File: config.mk
export PLATFORM = sky130hd
export DESIGN_NAME = morse_char_decoder_flat
export DESIGN_NICKNAME = d
export VERILOG_FILES = /design/src/rtl/morse_char_decoder_if.sv /design/src/rtl/morse_char_decoder.sv /design/src/flat_wrapper.sv
export SDC_FILE = /design/constraint.sdc
export NUM_CORES = 1
export LEC_CHECK = 0
export CAP_MARGIN = 20
export CORE_MARGIN = 2
export CORE_UTILIZATION = 58
export CTS_BUF_LIST = sky130_fd_sc_hd__clkbuf_8 sky130_fd_sc_hd__clkbuf_16
export CTS_CLUSTER_DIAMETER = 60
export CTS_CLUSTER_SIZE = 24
export DETAILED_ROUTE_END_ITERATION = 8
export DONT_BUFFER_PORTS = 1
export HOLD_SLACK_MARGIN = 0.1
export PLACE_DENSITY_LB_ADDON = 0.08
export SETUP_SLACK_MARGIN = 0.2
export SYNTH_ARGS = -nofsm -noshare
export SYNTH_HDL_FRONTEND = slang
export SYNTH_SLANG_ARGS = --single-unit
File: constraint.sdc
create_clock -name clk -period 5.8 [get_ports clk]
set_clock_uncertainty 0.15 [all_clocks]
set_input_delay 1.74 -clock clk [delete_from_list [all_inputs] [get_ports clk]]
set_output_delay 1.74 -clock clk [all_outputs]
set_load 0.03 [all_outputs]
File: src/rtl/morse_char_decoder_if.sv
// Character stream from the Morse decoder to the display/UART sink.
// The decoder drives char_out/char_valid and the sink answers with char_ready.
interface morse_char_decoder_if;
  logic [7:0] char_out;
  logic       char_valid;
  logic       char_ready;

  modport master (output char_out, output char_valid, input char_ready);
  modport slave  (input char_out, input char_valid, output char_ready);
endinterface

File: src/rtl/morse_char_decoder.sv
// Walks a captured buffer of Morse codes from oldest (top slot) to newest,
// skips empty slots and streams one ASCII character per occupied slot.
module morse_char_decoder #(
  parameter int         SLOTS        = 16,
  parameter int         SLOT_W       = 10,
  parameter logic [7:0] UNKNOWN_CHAR = 8'h3F
) (
  input  logic                    clk,
  input  logic                    reset,
  input  logic                    load,
  input  logic [SLOTS*SLOT_W-1:0] seq_in,
  morse_char_decoder_if.master    stream,
  output logic                    busy,
  output logic                    done,
  output logic [4:0]              char_count
);

  localparam int IDX_W = $clog2(SLOTS);

  typedef enum logic [1:0] {IDLE, SCAN, EMIT, DONE} state_t;

  state_t                  state, state_next;
  logic [SLOTS*SLOT_W-1:0] buffer;
  logic [IDX_W-1:0]        index;
  logic [SLOT_W-1:0]       slot;
  logic                    slot_empty;
  logic                    capture, scan_step, take_char, accept, dec_index;

  // Decode one slot: dashes are packed left-aligned (first symbol in bit 4)
  // together with the code length, so the table lookup is a single case.
  function automatic logic [7:0] decode_slot(input logic [SLOT_W-1:0] code);
    logic [1:0] sym;
    logic       pad;
    logic       bad;
    logic [2:0] len;
    logic [4:0] dashes;
    logic [7:0] ch;
    pad    = 1'b0;
    bad    = 1'b0;
    len    = 3'd0;
    dashes = 5'd0;
    for (int j = 0; j < 5; j++) begin
      sym = code[SLOT_W-1-2*j -: 2];
      if (sym == 2'b10) begin
        bad = 1'b1;
      end else if (sym == 2'b11) begin
        pad = 1'b1;
      end else if (pad) begin
        bad = 1'b1;
      end else begin
        dashes[4-j] = sym[0];
        len         = len + 3'd1;
      end
    end
    case ({len, dashes})
      {3'd2, 5'b01000}: ch = 8'h41; // A .-
      {3'd4, 5'b10000}: ch = 8'h42; // B -...
      {3'd4, 5'b10100}: ch = 8'h43; // C -.-.
      {3'd3, 5'b10000}: ch = 8'h44; // D -..
      {3'd1, 5'b00000}: ch = 8'h45; // E .
      {3'd4, 5'b00100}: ch = 8'h46; // F ..-.
      {3'd3, 5'b11000}: ch = 8'h47; // G --.
      {3'd4, 5'b00000}: ch = 8'h48; // H ....
      {3'd2, 5'b00000}: ch = 8'h49; // I ..
      {3'd4, 5'b01110}: ch = 8'h4A; // J .---
      {3'd3, 5'b10100}: ch = 8'h4B; // K -.-
      {3'd4, 5'b01000}: ch = 8'h4C; // L .-..
      {3'd2, 5'b11000}: ch = 8'h4D; // M --
      {3'd2, 5'b10000}: ch = 8'h4E; // N -.
      {3'd3, 5'b11100}: ch = 8'h4F; // O ---
      {3'd4, 5'b01100}: ch = 8'h50; // P .--.
      {3'd4, 5'b11010}: ch = 8'h51; // Q --.-
      {3'd3, 5'b01000}: ch = 8'h52; // R .-.
      {3'd3, 5'b00000}: ch = 8'h53; // S ...
      {3'd1, 5'b10000}: ch = 8'h54; // T -
      {3'd3, 5'b00100}: ch = 8'h55; // U ..-
      {3'd4, 5'b00010}: ch = 8'h56; // V ...-
      {3'd3, 5'b01100}: ch = 8'h57; // W .--
      {3'd4, 5'b10010}: ch = 8'h58; // X -..-
      {3'd4, 5'b10110}: ch = 8'h59; // Y -.--
      {3'd4, 5'b11000}: ch = 8'h5A; // Z --..
      {3'd5, 5'b11111}: ch = 8'h30; // 0
      {3'd5, 5'b01111}: ch = 8'h31; // 1
      {3'd5, 5'b00111}: ch = 8'h32; // 2
      {3'd5, 5'b00011}: ch = 8'h33; // 3
      {3'd5, 5'b00001}: ch = 8'h34; // 4
      {3'd5, 5'b00000}: ch = 8'h35; // 5
      {3'd5, 5'b10000}: ch = 8'h36; // 6
      {3'd5, 5'b11000}: ch = 8'h37; // 7
      {3'd5, 5'b11100}: ch = 8'h38; // 8
      {3'd5, 5'b11110}: ch = 8'h39; // 9
      default:          ch = UNKNOWN_CHAR;
    endcase
    if (bad) ch = UNKNOWN_CHAR;
    return ch;
  endfunction

  assign slot       = buffer[int'(index)*SLOT_W +: SLOT_W];
  assign slot_empty = (slot[SLOT_W-1 -: 2] == 2'b11);
  assign busy       = (state != IDLE);
  assign done       = (state == DONE);
  assign dec_index  = scan_step || (accept && (index != '0));

  // State register.
  always_ff @(posedge clk) begin
    if (reset) state <= IDLE;
    else       state <= state_next;
  end

  // Next-state logic and the per-cycle datapath strobes.
  always_comb begin
    state_next = state;
    capture    = 1'b0;
    scan_step  = 1'b0;
    take_char  = 1'b0;
    accept     = 1'b0;
    unique case (state)
      IDLE: begin
        if (load) begin
          capture    = 1'b1;
          state_next = SCAN;
        end
      end
      SCAN: begin
        if (slot_empty) begin
          if (index == '0) state_next = DONE;
          else             scan_step  = 1'b1;
        end else begin
          take_char  = 1'b1;
          state_next = EMIT;
        end
      end
      EMIT: begin
        if (stream.char_valid && stream.char_ready) begin
          accept     = 1'b1;
          state_next = (index == '0) ? DONE : SCAN;
        end
      end
      DONE:    state_next = IDLE;
      default: state_next = IDLE;
    endcase
  end

  // Buffer, slot index, output character and count.
  always_ff @(posedge clk) begin
    if (reset) begin
      buffer            <= '1;
      index             <= IDX_W'(SLOTS-1);
      stream.char_out   <= 8'h00;
      stream.char_valid <= 1'b0;
      char_count        <= 5'd0;
    end else begin
      if (capture) begin
        buffer     <= seq_in;
        index      <= IDX_W'(SLOTS-1);
        char_count <= 5'd0;
      end
      if (dec_index) index <= index - 1'b1;
      if (take_char) begin
        stream.char_out   <= decode_slot(slot);
        stream.char_valid <= 1'b1;
      end
      if (accept) begin
        stream.char_valid <= 1'b0;
        char_count        <= char_count + 5'd1;
      end
    end
  end

endmodule

File: src/flat_wrapper.sv
// flat-port wrapper written by rule: the top's interface ports become plain ports
module morse_char_decoder_flat 
#(
  parameter int         SLOTS        = 16,
  parameter int         SLOT_W       = 10,
  parameter logic [7:0] UNKNOWN_CHAR = 8'h3F
)
  (clk, reset, load, seq_in, busy, done, char_count, stream_char_out, stream_char_valid, stream_char_ready);
  morse_char_decoder_if stream_i ();
  input  logic clk;
  input  logic reset;
  input  logic load;
  input  logic [SLOTS*SLOT_W-1:0] seq_in;
  output logic busy;
  output logic done;
  output logic [4:0] char_count;
  output wire logic [$bits(stream_i.char_out)-1:0] stream_char_out;
  output wire logic [$bits(stream_i.char_valid)-1:0] stream_char_valid;
  input wire logic [$bits(stream_i.char_ready)-1:0] stream_char_ready;
  assign stream_char_out = stream_i.char_out;
  assign stream_char_valid = stream_i.char_valid;
  assign stream_i.char_ready = stream_char_ready;
  morse_char_decoder #(.SLOTS(SLOTS), .SLOT_W(SLOT_W), .UNKNOWN_CHAR(UNKNOWN_CHAR)) u_core (.clk(clk), .reset(reset), .load(load), .seq_in(seq_in), .stream(stream_i), .busy(busy), .done(done), .char_count(char_count));
endmodule
; After elaboration in Yosys (flattened, before gate mapping)
; Cells that the tools add are included.
[totals]
regBits = 180
input_bits = 164
out_inout_bits = 16
wordCells = 179
[op_classes]
add_sub_neg = 6
mul = 1
n_eq_ne = 52
n_shift = 1
n_mux = 102
reduce_logical = 11
[ops]
columns = cell, n
row1 = $pmux 7 s36, 1
row2 = $eq 8x8->1 const B, 22
row3 = $shiftx 160x32->10, 1
row4 = $eq 8x7->1 const B, 12
row5 = $mux 3, 23
row6 = $mux 1, 67
row7 = $eq 2x2->1 const B, 12
row8 = $eq 8x6->1 const B, 2
row9 = $add 3x1->3 const B, 4
row10 = $mux 2, 5
row11 = $mux 5, 2
row12 = $mux 4, 2
row13 = $pmux 2 s4, 1
row14 = $mul 4x3->7 const B, 1
row15 = $mux 7, 1
row16 = $reduce_bool 2->1, 3
row17 = $add 5x1->5 const B, 1
row18 = $logic_not 4->1, 1
row19 = $reduce_bool 4->1, 1
row20 = $sub 4x1->4 const B, 1
row21 = $ne 3x3->1 const B, 1
row22 = $reduce_and 3->1, 1
row23 = $eq 2x1->1 const B, 1
row24 = $logic_and 1x1->1, 2
row25 = other kinds (5), 5

; Depth between registers and ports, before layout
[depth]
word_depth = 34
depth_mapped = 26
depth_no_buf = 23

; Worst setup path after synthesis
; OpenSTA, ideal clock, no wires.
[synth_timing]
path_type = flip-flop to flip-flop
start = reg u_core.index[0]
end = reg u_core.stream.char_out[6]
setup_time_ns = 0.153
arrival_time_ns = 5.375
t_required_ns = 5.497
path_slack_ns = 0.122
path_stages_with_launch = 24
path_buffers = 1
period_less_slack_ns = 5.678
cell_sequence = dfxtp_1 buf_2 mux4_2 a22o_1 a221oi_2 nor2_1 nor2_1 inv_1 ha_1 o21ai_0 and2_1 nor2_1 ha_1 nor2_1 a211oi_1 ha_1 o2111ai_1 a221o_1 a21oi_1 nor2_1 nand2_1 o31ai_1 nor4bb_1 a221oi_1
[synth_via]
elab_chain_cells = 34
elab_cells_between_ends = 137
classes_between = add/sub: 4 / mul: 1 / eq/ne: 46 / shift: 1 / mux: 85
[synth_lines]
columns = element, line
row1 = "start, declared", morse_char_decoder.sv:24  ; logic [IDX_W-1:0] index;
row2 = "start signal, assigned", morse_char_decoder.sv:148  ; index <= IDX_W'(SLOTS-1);
row3 = "start signal, assigned", morse_char_decoder.sv:155  ; index <= IDX_W'(SLOTS-1);
row4 = "start signal, assigned", morse_char_decoder.sv:158  ; if (dec_index) index <= index - 1'b1;
row5 = $mul 4x3->7 (*), morse_char_decoder.sv:98  ; assign slot = buffer[int'(index)*SLOT_W +: SLOT_W];
row6 = $shiftx 160x32->10 (*), morse_char_decoder.sv:98
row7 = $eq 2x2->1, "morse_char_decoder.sv:46, morse_char_decoder.sv:99"
row8 = $mux 1, "morse_char_decoder.sv:46, morse_char_decoder.sv:125"
row9 = $mux 3, morse_char_decoder.sv:44  ; if (sym == 2'b10) begin
row10 = $mux 3, morse_char_decoder.sv:159  ; if (take_char) begin
row11 = $mux 3, morse_char_decoder.sv:146  ; if (reset) begin
row12 = $add 3x1->3, morse_char_decoder.sv:52  ; len = len + 3'd1;
row13 = (+18 left out), --
row14 = $mux 3, morse_char_decoder.sv:48  ; end else if (pad) begin
row15 = $mux 3, morse_char_decoder.sv:46  ; end else if (sym == 2'b11) begin
row16 = $mux 3, morse_char_decoder.sv:44
row17 = $mux 3, morse_char_decoder.sv:159
row18 = $mux 3, morse_char_decoder.sv:146
row19 = $eq 8x8->1 (tied with other cells), morse_char_decoder.sv:55  ; case ({len, dashes})
row20 = $pmux 7 s36, morse_char_decoder.sv:55
row21 = $mux 7, morse_char_decoder.sv:94  ; if (bad) ch = UNKNOWN_CHAR;
row22 = "end signal, assigned", morse_char_decoder.sv:160  ; stream.char_out <= decode_slot(slot);
row23 = "end, declared", morse_char_decoder_if.sv:8  ; modport master (output char_out, output char_valid, input char_ready);
; Every way passes the cells marked *; elsewhere a longest branch is shown, timed or not. The select of a mux whose other input is x is not followed.
; A chain may end at the register's enable or synchronous reset.

; Worst setup path in the final report
[layout_timing]
start = reg u_core.index[0]
end = reg u_core.stream.char_out[2]
; The elaborated chain is that of the path after synthesis.

==> summary.txt <==
status = completed
placed inst area = 9420 sq um
via count = 7,859
Die Y = 130 um
reg2reg setup slack = 470 ps
Worst-Margin Slew = 1030 ps
maximum clock frequency = 188 MHz
final wirelength = 25,300 um
Leakage = 4.10 nW
worst slack, placed = 99.8 ps
total track usage = 29.6%
Die X-Extent = 130 um
number of distinct library cells after synthesis = 71
number of port buffers = 0
Setup crit start kind = flop
I/O pin count = 180
CTS tree = done
Post-synth EDFFs = 0
Hold/Removal Path Class = flop to flop
DRC = 0
minimum clock period = 5330 ps
Final HPWL DP = 18,100 um
initial core utilization = 58.7%
H-tree Lvls = 4
# rows = 46
fraction of layout cells with a size suffix above 1 = 11.9%
Core ar. = 15,800 sq um
CP Launch Point = u_core.index[0]$_SDFFE_PP1P_
CP max stage delay = 510 ps
die area = 17,000 sq um
Routed Antenna Nets = 0
Reg2Reg Depth = 23
Fin. Hold Viols = 0
Crit path buffers/inverters = 3
slowest cell on the critical path = mux4_2
CTS root buf = clkbuf_16
Max Cap Viol = 0
Synth area leaders = dfxtp_1 39%, nand2_1 14%, nand3b_1 13%, mux4_2 9.0%, clkbuf_1 2.5%
met1 Track Usage GR = 42.5%
Post-Syn Nets = 1,260
drt first pass iters = 5
vias in the first global route = 7,103
Reg area = 3590 sq um
Longest Clk Path Bufs = 2
largest net degree at the start of global routing = 180
Yosys top cell by area = dfxtp_1
NumNets Final = 1,233
pwr dens = 343 nW/um^2
RR Endpoint = u_core.stream.char_out[2]$_SDFFE_PP0P_
CP Capture Point = u_core.stream.char_out[2]$_SDFFE_PP0P_
Antenna Cells = 0
post-synthesis cell area = 9260 sq um
Iter 0 DRT Violations = 784
Hold Buf Count CTS = 0
post-synthesis sequential area ratio = 38.7%
synthesis-to-layout area growth = 8.57%
FILL cells = 1,420
first-pass GRT wire length = 38,300 um
final setup violation count = 0
Num CTS Buffers = 17
delay-heaviest family, CP = compound AO/OA/AOI/OAI gates
WP data required = 5990 ps
cell count along the critical path = 23
grt met2 use = 45.5%
worst setup path class = flop to flop
clk sinks = 179
GRT busiest layer = met2
asr flop ratio synth = 0%
Max IR drop VDD = 0.221 mV
crit-path cells = buf_4, mux4_2, a22o_1, a221oi_2, and3_1, nor2_2, inv_1, ha_1, o21ai_0, and2_1, nor2_1, ha_1, nor2_1, a211oi_1, ha_1, o2111ai_1, a221o_1, a2111oi_1, buf_4, a211oi_1, a2bb2oi_2, nor4_1, a211oi_1
multi-input combinational cell area = 5360 sq um
Avg Cell Area, Syn = 8.49 sq um
synth warn = 0
total congestion overflow = 0
Critical Path AT = 5530 ps
prevailing post-synth register cell = dfxtp_1
setup tns final = 0 ps
post-synth top area share = 38.7%
Syn Inst Count = 1,091
Clk Latency, worst-skew pair = 430 ps
fin crit share = 91.9%
Setup WS post-layout = 468 ps
routed length per instance = 19.6 um
Max FO, Critical Path = 6
RR Startpoint = u_core.index[0]$_SDFFE_PP1P_
initial antenna violation count = 0
Slew Limit Fails = 0
RSZ-0062 raised after global routing = yes
Vias/cell = 6.08
Final Non-Filler Cells = 1,292
Yosys reg bits = 179
GP Congestion = 0.928
worst-case hold slack = 314 ps
normalized max-slew margin = 31.1%
Crit. End Element = flop
met3 Use GR = 6.19%
Finished Cell Area = 10,100 sq um
clock-pin transition on the worst setup and hold timing paths = 70 ps
Placed Instances = 1,256
==> where the power goes <==
part / switching, W / internal [W]
clock network: 0.000548 / 0.000569
registers: 0.000106 / 0.00138
logic: 0.000496 / 0.000349
==> timing repair <==
| item | 4_1_cts | 5_1_grt |
|---|---|---|
| setup endpoints to repair | 5 | 7 |
| pin swaps | 0 | 3 |
| gates resized for setup | 2 | 9 |
| setup buffers | 0 | 5 |
==> logic make-up (layout without fill, tap and decap cells) <==
| logic type | count (synthesis) | in the layout | share of synthesized area (%) |
|---|---|---|---|
| simple gates | 633 | 633 | 34.2 |
| flops | 179 | 179 | 38.7 |
| compound gates | 125 | 125 | 9.99 |
| buf+inv | 84 | 69 | 3.81 |
| mux | 58 | 58 | 12.0 |
| xor+xnor | 6 | 6 | 0.568 |
| fa+ha+maj | 5 | 5 | 0.676 |
| other cells | 1 | 1 | 0.0405 |
==> worst reg2reg max path, cell delays in order, from the launching register on <==
cell and delay, ps:
dfxtp_4 400, buf_4 150, mux4_2 510, a22o_1 280, a221oi_2 230, and3_1 240
nor2_2 50, inv_1 110, ha_1 240, o21ai_0 110, and2_1 190, nor2_1 50
ha_1 290, nor2_1 50, a211oi_1 210, ha_1 200, o2111ai_1 150, a221o_1 390
a2111oi_1 430, buf_4 200, a211oi_1 80, a2bb2oi_2 210, nor4_1 90, a211oi_1 260
==> cell usage after synthesis, drive strengths merged, types with 3 or more instances <==
| cell type | number |
|---|---|
| or3 | 3 |
| nor2 | 52 |
| mux4 | 40 |
| a211oi | 11 |
| a21oi | 21 |
| mux2i | 12 |
| o22ai | 4 |
| dfxtp | 179 |
| nand3 | 12 |
| nor4 | 4 |
| a21o | 6 |
| o2111ai | 3 |
| a31oi | 6 |
| o211ai | 3 |
| a22oi | 10 |
| xnor2 | 6 |
| a2111oi | 3 |
| a221oi | 5 |
| mux2 | 6 |
| and2 | 8 |
| a22o | 5 |
| nand2 | 344 |
| or2 | 5 |
| a311oi | 4 |
| inv | 6 |
| a221o | 4 |
| buf | 16 |
| ha | 5 |
| nor2b | 11 |
| clkbuf | 62 |
| o21ai | 14 |
| nor3 | 12 |
| nand2b | 11 |
| nand4 | 3 |
| nand3b | 162 |
| a41oi | 3 |
==> metal layers <==
metal / vias up / part of all wire (%)
li1: 3776 / -
met1: 3789 / 46
met2: 257 / 46
met3: 37 / 5.6
met4: 0 / 2.1
met5: - / 0
==> cells in the final DEF (no fill, tap or decap), types with 6 or more instances in the layout <==
| cell | instances |
|---|---|
| mux2i_1 | 11 |
| nor2b_1 | 11 |
| buf_4 | 31 |
| a211oi_1 | 11 |
| nand3_1 | 12 |
| nor3_1 | 12 |
| a21o_1 | 6 |
| a21oi_1 | 21 |
| clkbuf_16 | 17 |
| mux2_2 | 6 |
| a22oi_1 | 10 |
| and2_1 | 6 |
| nand3b_1 | 162 |
| nand2_1 | 342 |
| dfxtp_1 | 177 |
| mux4_2 | 37 |
| o21ai_0 | 13 |
| a31oi_1 | 6 |
| xnor2_1 | 6 |
| nor2_1 | 51 |
| nand2b_1 | 11 |
==> sequential cells by signal (all words and copies together), names as in the netlist <==
name,count
u_core.index,4
u_core.state,2
u_core.char_count,5
u_core.stream.char_out,7
u_core.stream.char_valid,1
u_core.buffer,160
==> through the flow <==
stage               util, %  power [W]
finish                 63.7    0.00344
CTS                    63.3    0.00344
detailed placement     59.7    0.00233
floorplan                 -    0.00213
global route           63.7    0.00362
global placement       59.7    0.00232
==> area by class of cell <==
| type | count | area share [%] |
|---|---|---|
| clock buffer | 17 | 4.23 |
| clock inverter | 14 | 1.41 |
| inverter | 6 | 0.224 |
| multi-input combinational | 828 | 53.3 |
| sequential | 179 | 35.7 |
| tap | 216 | 2.69 |
| timing repair buffer | 32 | 2.43 |
==> worst min-delay path by stage <==
stage | startpoint | end | depth (start not counted)
2_1_floorplan | u_core.buffer[31]$_SDFFE_PP1P_ | u_core.buffer[31]$_SDFFE_PP1P_ | 2
3_3_place_gp | u_core.buffer[101]$_SDFFE_PP1P_ | u_core.buffer[101]$_SDFFE_PP1P_ | 2
3_5_place_dp | u_core.buffer[101]$_SDFFE_PP1P_ | u_core.buffer[101]$_SDFFE_PP1P_ | 2
4_1_cts | u_core.buffer[101]$_SDFFE_PP1P_ | u_core.buffer[101]$_SDFFE_PP1P_ | 2
5_1_grt | u_core.buffer[79]$_SDFFE_PP1P_ | u_core.buffer[79]$_SDFFE_PP1P_ | 2
6_report | u_core.buffer[22]$_SDFFE_PP1P_ | u_core.buffer[22]$_SDFFE_PP1P_ | 2
No activity file was read; power rests on OpenSTA's default activity.
